## src/rtl/conv_sa_ctrl.sv

```systemverilog
// Operand pacing, reset-bubble insertion and row reset/flush sequencing
// for the SA_R x SA_C output-stationary conv systolic array.
//
// state    | meaning
// ---------+-------------------------------------------------------------
// S_INIT   | post-reset zero feed with one reset pulse to clear stale P regs
// S_IDLE   | waiting for start
// S_FEED   | popping K operands, zero-filling on src_vld stalls
// S_BUBBLE | one zero slot that launches the row reset wave
// S_PAD    | zero slots stretching the period to at least 2*SA_R
// S_DRAIN  | zero feed until the last flush has left the bottom row
// S_DONE   | one-cycle done pulse
module conv_sa_ctrl #(
  parameter int SA_R   = 16,
  parameter int SA_C   = 16,
  parameter int LEN_W  = 16,
  parameter int RD_LAT = 1
) (
  input  logic             clk,
  input  logic             rstn,
  input  logic             start,
  input  logic [LEN_W-1:0] cfg_vec_len,
  input  logic [LEN_W-1:0] cfg_n_vec,
  input  logic             src_vld,
  output logic             feed_rd,
  output logic             feed_zero,
  output logic [SA_R-1:0]  sa_rst,
  output logic [SA_R-1:0]  sa_flush,
  output logic             res_vld,
  output logic             res_last,
  output logic             busy,
  output logic             done
);

  localparam int INIT_LEN  = SA_R + SA_C + RD_LAT + 3;
  localparam int DRAIN_LEN = RD_LAT + 2*SA_R + SA_C;
  localparam int MIN_PER   = 2*SA_R;
  localparam int INIT_W    = $clog2(INIT_LEN + 1);
  localparam int DRN_W     = $clog2(DRAIN_LEN + 1);
  localparam int PAD_W     = $clog2(MIN_PER + 1);
  localparam int FL_W      = $clog2(SA_R + 1);

  typedef enum logic [2:0] {
    S_INIT, S_IDLE, S_FEED, S_BUBBLE, S_PAD, S_DRAIN, S_DONE
  } state_t;

  state_t             state;
  logic [INIT_W-1:0]  init_cnt;
  logic [LEN_W-1:0]   k_len;
  logic [LEN_W-1:0]   k_rem;
  logic [LEN_W-1:0]   vec_rem;
  logic [PAD_W-1:0]   pad_len;
  logic [PAD_W-1:0]   pad_rem;
  logic [DRN_W-1:0]   drn_cnt;
  logic               in_feed;
  logic               zero_st;
  logic               bub;
  logic [PAD_W-1:0]   pad_len_c;
  logic [RD_LAT:0]    dly;
  logic [FL_W-1:0]    fl_cnt;

  always_comb begin
    pad_len_c = '0;
    if (32'(cfg_vec_len) < MIN_PER - 1)
      pad_len_c = PAD_W'(MIN_PER - 1 - 32'(cfg_vec_len));
  end

  // Pop/zero must follow src_vld in the same cycle, so only this gating is combinational.
  assign feed_rd   = in_feed & src_vld;
  assign feed_zero = zero_st | (in_feed & ~src_vld);

  always_ff @(posedge clk or negedge rstn) begin
    if (!rstn) begin
      state    <= S_INIT;
      init_cnt <= INIT_W'(INIT_LEN);
      k_len    <= '0;
      k_rem    <= '0;
      vec_rem  <= '0;
      pad_len  <= '0;
      pad_rem  <= '0;
      drn_cnt  <= '0;
      in_feed  <= 1'b0;
      zero_st  <= 1'b0;
      bub      <= 1'b0;
      busy     <= 1'b0;
      done     <= 1'b0;
    end else begin
      bub  <= 1'b0;
      done <= 1'b0;
      case (state)
        S_INIT: begin
          if (init_cnt != '0) begin
            init_cnt <= init_cnt - 1'b1;
            busy     <= 1'b1;
            zero_st  <= 1'b1;
            bub      <= (init_cnt == INIT_W'(INIT_LEN));
          end else begin
            state   <= S_IDLE;
            busy    <= 1'b0;
            zero_st <= 1'b0;
          end
        end
        S_IDLE: begin
          if (start) begin
            k_len   <= cfg_vec_len;
            k_rem   <= cfg_vec_len;
            vec_rem <= cfg_n_vec;
            pad_len <= pad_len_c;
            busy    <= 1'b1;
            if (cfg_n_vec == '0) begin
              state <= S_DONE;
              done  <= 1'b1;
            end else if (cfg_vec_len == '0) begin
              state   <= S_BUBBLE;
              zero_st <= 1'b1;
              bub     <= 1'b1;
            end else begin
              state   <= S_FEED;
              in_feed <= 1'b1;
            end
          end
        end
        S_FEED: begin
          if (src_vld) begin
            if (k_rem == LEN_W'(1)) begin
              state   <= S_BUBBLE;
              in_feed <= 1'b0;
              zero_st <= 1'b1;
              bub     <= 1'b1;
            end else begin
              k_rem <= k_rem - 1'b1;
            end
          end
        end
        S_BUBBLE: begin
          k_rem <= k_len;
          if (vec_rem == LEN_W'(1)) begin
            state   <= S_DRAIN;
            drn_cnt <= DRN_W'(DRAIN_LEN);
          end else begin
            vec_rem <= vec_rem - 1'b1;
            // pad_len==0 implies K >= 2*SA_R-1, so FEED always has work here
            if (pad_len != '0) begin
              state   <= S_PAD;
              pad_rem <= pad_len;
            end else begin
              state   <= S_FEED;
              zero_st <= 1'b0;
              in_feed <= 1'b1;
            end
          end
        end
        S_PAD: begin
          if (pad_rem == PAD_W'(1)) begin
            if (k_len == '0) begin
              state <= S_BUBBLE;
              bub   <= 1'b1;
            end else begin
              state   <= S_FEED;
              zero_st <= 1'b0;
              in_feed <= 1'b1;
            end
          end else begin
            pad_rem <= pad_rem - 1'b1;
          end
        end
        S_DRAIN: begin
          if (drn_cnt == '0) begin
            state   <= S_DONE;
            zero_st <= 1'b0;
            done    <= 1'b1;
          end else begin
            drn_cnt <= drn_cnt - 1'b1;
          end
        end
        S_DONE: begin
          state <= S_IDLE;
          busy  <= 1'b0;
        end
        default: begin
          state    <= S_INIT;
          init_cnt <= INIT_W'(INIT_LEN);
        end
      endcase
    end
  end

  // Bubble -> row-0 reset after operand latency plus PE M-pipeline, then one row per cycle.
  always_ff @(posedge clk or negedge rstn) begin
    if (!rstn) begin
      dly      <= '0;
      sa_rst   <= '0;
      sa_flush <= '0;
      res_vld  <= 1'b0;
      res_last <= 1'b0;
      fl_cnt   <= '0;
    end else begin
      dly[0] <= bub;
      for (int i = 1; i <= RD_LAT; i++) dly[i] <= dly[i-1];
      sa_rst[0] <= dly[RD_LAT];
      for (int r = 1; r < SA_R; r++) sa_rst[r] <= sa_rst[r-1];

      // The init reset wave only clears accumulators; it never produces results.
      if (sa_rst[SA_R-1] && state != S_INIT) begin
        fl_cnt   <= FL_W'(SA_R - 1);
        sa_flush <= '1;
        res_vld  <= 1'b1;
      end else if (fl_cnt != '0) begin
        fl_cnt <= fl_cnt - 1'b1;
      end else begin
        sa_flush <= '0;
        res_vld  <= 1'b0;
      end

      res_last <= (state == S_DRAIN) && (drn_cnt == DRN_W'(SA_C + 1));
    end
  end

endmodule

```

## config.mk

```make
export PLATFORM = sky130hd
export DESIGN_NAME = conv_sa_ctrl
export DESIGN_NICKNAME = d
export VERILOG_FILES = /design/src/rtl/conv_sa_ctrl.sv
export SDC_FILE = /design/constraint.sdc
export NUM_CORES = 1
export LEC_CHECK = 0
export ABC_AREA = 1
export CAP_MARGIN = 20
export CORE_UTILIZATION = 61
export DETAILED_ROUTE_END_ITERATION = 10
export PLACE_DENSITY_LB_ADDON = 0.25
export SLEW_MARGIN = 20
export SYNTH_ARGS = -nofsm -noshare
export SYNTH_HDL_FRONTEND = slang
export SYNTH_SLANG_ARGS = --single-unit
```

## constraint.sdc

```tcl
create_clock -name clk -period 3.4 [get_ports clk]
set_input_delay 0.68 -clock clk [delete_from_list [all_inputs] [get_ports clk]]
set_output_delay 0.68 -clock clk [all_outputs]
set_load 0.05 [all_outputs]
```

[After elaboration in Yosys (flattened, before gate mapping)]
Cells that the tools add are included.
Word-level totals
  flip-flop bits (word level): 121
Cells by class
  $add $sub $neg: 7
  magnitude comparators: 1
  eq/ne operators: 30
  multiplexer cells: 72
  bitwise gates (word level): 5
  reduce and logical (&&, ||, !) cells: 30
Operators by type and width (count)
  16-bit two-way mux: 7
  16-bit zero test: 3
  16-bit one-hot mux with 3 select lines: 1
  6-bit two-way mux: 7
  2-bit != test, second input constant: 19
  1-bit two-way mux: 36
  6-bit one-hot mux with 2 select lines: 3
  16-bit by 1-bit == test with 1-bit output, second input constant: 2
  16-bit one-hot mux with 2 select lines: 1
  16-bit by 1-bit subtractor with 16-bit output, second input constant: 2
  3-bit two-way mux: 9
  3-bit one-hot mux with 7 select lines: 1
  6-bit nonzero test: 3
  6-bit by 1-bit subtractor with 6-bit output, second input constant: 3
  16-bit by 5-bit less-than comparator with 1-bit output, second input constant: 1
  11-bit AND reduction: 1
  5-bit two-way mux: 2
  10-bit AND reduction: 1
  3-bit == test, second input constant: 3
  3-bit nonzero test: 3
  1-bit one-hot mux with 4 select lines: 2
  4-bit AND reduction: 2
  2-bit nonzero test: 4
  3-bit by 2-bit == test with 1-bit output, second input constant: 2
  21 further kinds: 27

[Logic depth before layout (Yosys ltp)]
  word-level depth: 5
  depth in mapped cells: 12
  depth with buffers taken out: 12

[Worst setup path before layout]
No wires, ideal clock.
  path kind: input port to output port
  start: in src_vld
  end: out feed_zero
  data arrival time: 1.425 ns
  slack: 1.295 ns
  cell stages on the path: 1
  path buffers: 0
  path through: o21bai_1
Between the ends
  cells in the longest elaborated chain, start to end: 3
RTL lines
  start: declaration: RTL line 24  | input logic src_vld,
  1-bit inverter: RTL line 70  | assign feed_zero = zero_st | (in_feed & ~src_vld);
  1-bit bitwise AND: RTL line 70
  1-bit OR: RTL line 70
  end: declaration: RTL line 26  | output logic feed_zero,
Every way passes these cells.

[Worst setup path in the final report]
Same ends and word-level chain as after synthesis.

==> results by group <==
Setup path
  – CP endpoint kind: primary output
  – Crit path launch type: primary input
  – Critical Path Fanout Max: 5
  – R2r startpoint: state[1]
  – Required @ worst endpoint: approximately 2700 ps
  – Reg2reg path depth: 8
  – RR Endpoint: vec_rem[9]
  – WP data arrival: between 2000 and 2500 ps
  – R2r setup slk: around 1200 ps
  – Setup CP Type: primary input to primary output

Global routing
  – Number of global-route vias before repair: 5192
  – First-pass GRT wire length: 23200 microns
  – Initial antenna violation count: 0
  – GRT Total Usage: 0.286
  – Largest net degree at the start of global routing: 57
  – Remaining global-route overflow: 0

CTS
  – Hold-fix buffers at CTS: 0
  – CTS sink count: between 100 and 150
  – Clk slew on worst S/H paths: ~110 ps
  – Resized cells post-CTS: 0
  – Root Buffer: clkbuf_8
  – CTS max path bufs: 2
  – CTS tree: done
  – H-tree Lvls: 3
  – Setup bufs post-CTS: 0
  – Clk Latency, worst-skew pair: 380 ps
  – Num CTS Buffers: 9

Synth
  – YS warnings: 0
  – Share of the synthesized area in the top cell type: 0.422
  – Syn_nets: ~870
  – Syn avg cell area: between 7 and 8 sq um
  – Yosys cell types: 45
  – Yosys reg bits: approximately 110
  – Yosys top cell by area: dfrtp_1
  – Cell Area, Synth: around 6000 sq um
  – Largest cells by area after synthesis: dfrtp_1 (42%), nand2_1 (14%), nor2_1 (7.6%)
  – Seq/Total Area, Yosys: 0.431
  – Post-Syn Instances: between 800 and 900

Place
  – Port Buffers: 73
  – Final GP Congestion: 0.954
  – Post-DP HPWL: ~10000 microns

Power
  – PwrDens: 815 nW/um^2
  – Power Total: ~5.7 mW
  – Leakage: around 3.4 nW
  – VDD IR max: 0.379 mV

Routing
  – DRT antenna net count: 0
  – Total number of vias: 5600
  – Via/cell ratio: 5.55
  – DRT iter0 DRCs: about 340
  – DR WL/cell: between 10 and 15 microns
  – Detailed Route WL: 14100 microns
  – DR pass1 iterations: 6
  – Residual DRC count: 0

Timing
  – Worst-margin pin slew: roughly 790 ps
  – Hold Fails Final Rpt: 0
  – Unrepaired setup endpoints after global routing: no
  – # setup viols final: 0
  – Max Freq: ~0.34 GHz
  – Post-Route Setup TNS: 0 ps
  – Tmin final: about 2900 ps
  – Final Max Tran Viols: 0
  – Worst clock skew: 4.64 ps
  – Slew HR: 0.475
  – Final Cycle Share: 0.857

Hold path
  – Worst min path class: primary input to asynchronous set/reset pin

Cells and area
  – Share of layout cells above drive strength 1: 0.0879
  – Most frequent cells in the layout: nand2_1 (224), nor2_1 (124), dfrtp_1 (103)
  – P&R area growth vs syn: 14.7%
  – Diode count: 0
  – Most common cell after layout, fill and taps aside: nand2_1
  – Register Area: approximately 2600 sq um
  – Multi-input logic area: just under 3000 sq um
  – Final nets: 919
  – Fill count: 813

Floorplan
  – Rows: 36
  – Initial Util: 0.628
  – Die Y: 102 microns
  – Ports: 74
  – Core ar.: a little under 10000 sq um
  – Die area: between 10000 and 15000 sq um
  – Chip width: a little over 100 microns

Run status
  – Status: finished, final reports clean

Job
  – Max cap viols: 0
critical path: stages:
cell and delay, ps:
clkdlybuf4s50_1 530, o21bai_1 200, clkdlybuf4s50_1 820
worst max-delay path by stage:
| stage | end | depth (start not counted) | startpoint | slack, ps |
|---|---|---|---|---|
| 2_1_floorplan | feed_zero | 1 | src_vld | 1300 |
| 3_5_place_dp | feed_zero | 3 | src_vld | 500 |
| 6_report | feed_zero | 3 | src_vld | 490 |
| 5_1_grt | feed_rd | 4 | src_vld | 460 |
| 3_3_place_gp | feed_rd | 4 | src_vld | 530 |
| 4_1_cts | feed_zero | 3 | src_vld | 490 |
metrics by stage:
stage	setup WS [ps]	instances	hold slack, ps	area, sq um	util
final	488	1009	302	7010	0.720
after global routing	457	1009	348	7010	0.720
after CTS	494	1009	320	7010	0.720
after detailed placement	500	993	339	6790	0.698
after global placement	529	993	344	6790	0.698
after floorplan	1300	818	331	6110	-
cell usage after synthesis, drive strengths merged:
cell / count
a21oi: 19
a22o: 1
a22oi: 2
a31oi: 2
buf: 31
clkbuf: 3
dfrtp: 103
dfstp: 2
ha: 12
inv: 83
nand2: 233
nand3: 70
nand3b: 2
nand4: 8
nor2: 139
nor3: 3
nor3b: 1
nor4: 1
o2111ai: 1
o211ai: 7
o21a: 1
o21ai: 65
o21bai: 1
o221ai: 1
o22ai: 6
o311ai: 1
o31ai: 3
or2: 2
xnor2: 3
xor2: 12
kinds of logic (layout without fill, tap and decap cells):
kind of cell	count (synthesis)	count (layout)	share of synthesized area
buffers and inverters	117	175	0.0918
and+or+nand+nor	459	459	0.322
AOI/OAI and AO/OA	110	110	0.110
adders and majority gates	12	12	0.0246
DFF	105	105	0.431
xor gates and xnor gates	15	15	0.0215
layout make-up:
type / instances / area share
Timing Repair Buffer: 76 / 0.109
Tap cell: 133 / 0.0238
Multi-Input combinational cell: 596 / 0.417
Sequential cell: 105 / 0.375
Inverter: 83 / 0.0448
Clock inverter: 7 / 0.0129
Clock buffer: 9 / 0.0177
sequential cells by signal (all words and copies together) (netlist names), 5 cells and up:
register,flops
k_len,16
k_rem,16
sa_rst,16
vec_rem,16
drn_cnt,6
init_cnt,6
pad_len,6
pad_rem,6
fl_cnt,5
power breakdown:
part / total, mW / switching, mW / internal [mW]
Combinational: 2.88 / 1.93 / 0.945
Clock: 0.842 / 0.478 / 0.364
Sequential: 1.98 / 0.336 / 1.65
per-layer routing:
metal,vias up,global-route usage,part of all wire,wire length (microns)
met5,-,0,0,0
met4,0,0.116,0.021,298
met3,33,0.0349,0.060,843
met2,208,0.479,0.47,6670
met1,2643,0.378,0.44,6260
li1,2716,-,-,-
No activity file was read; power rests on OpenSTA's default activity.
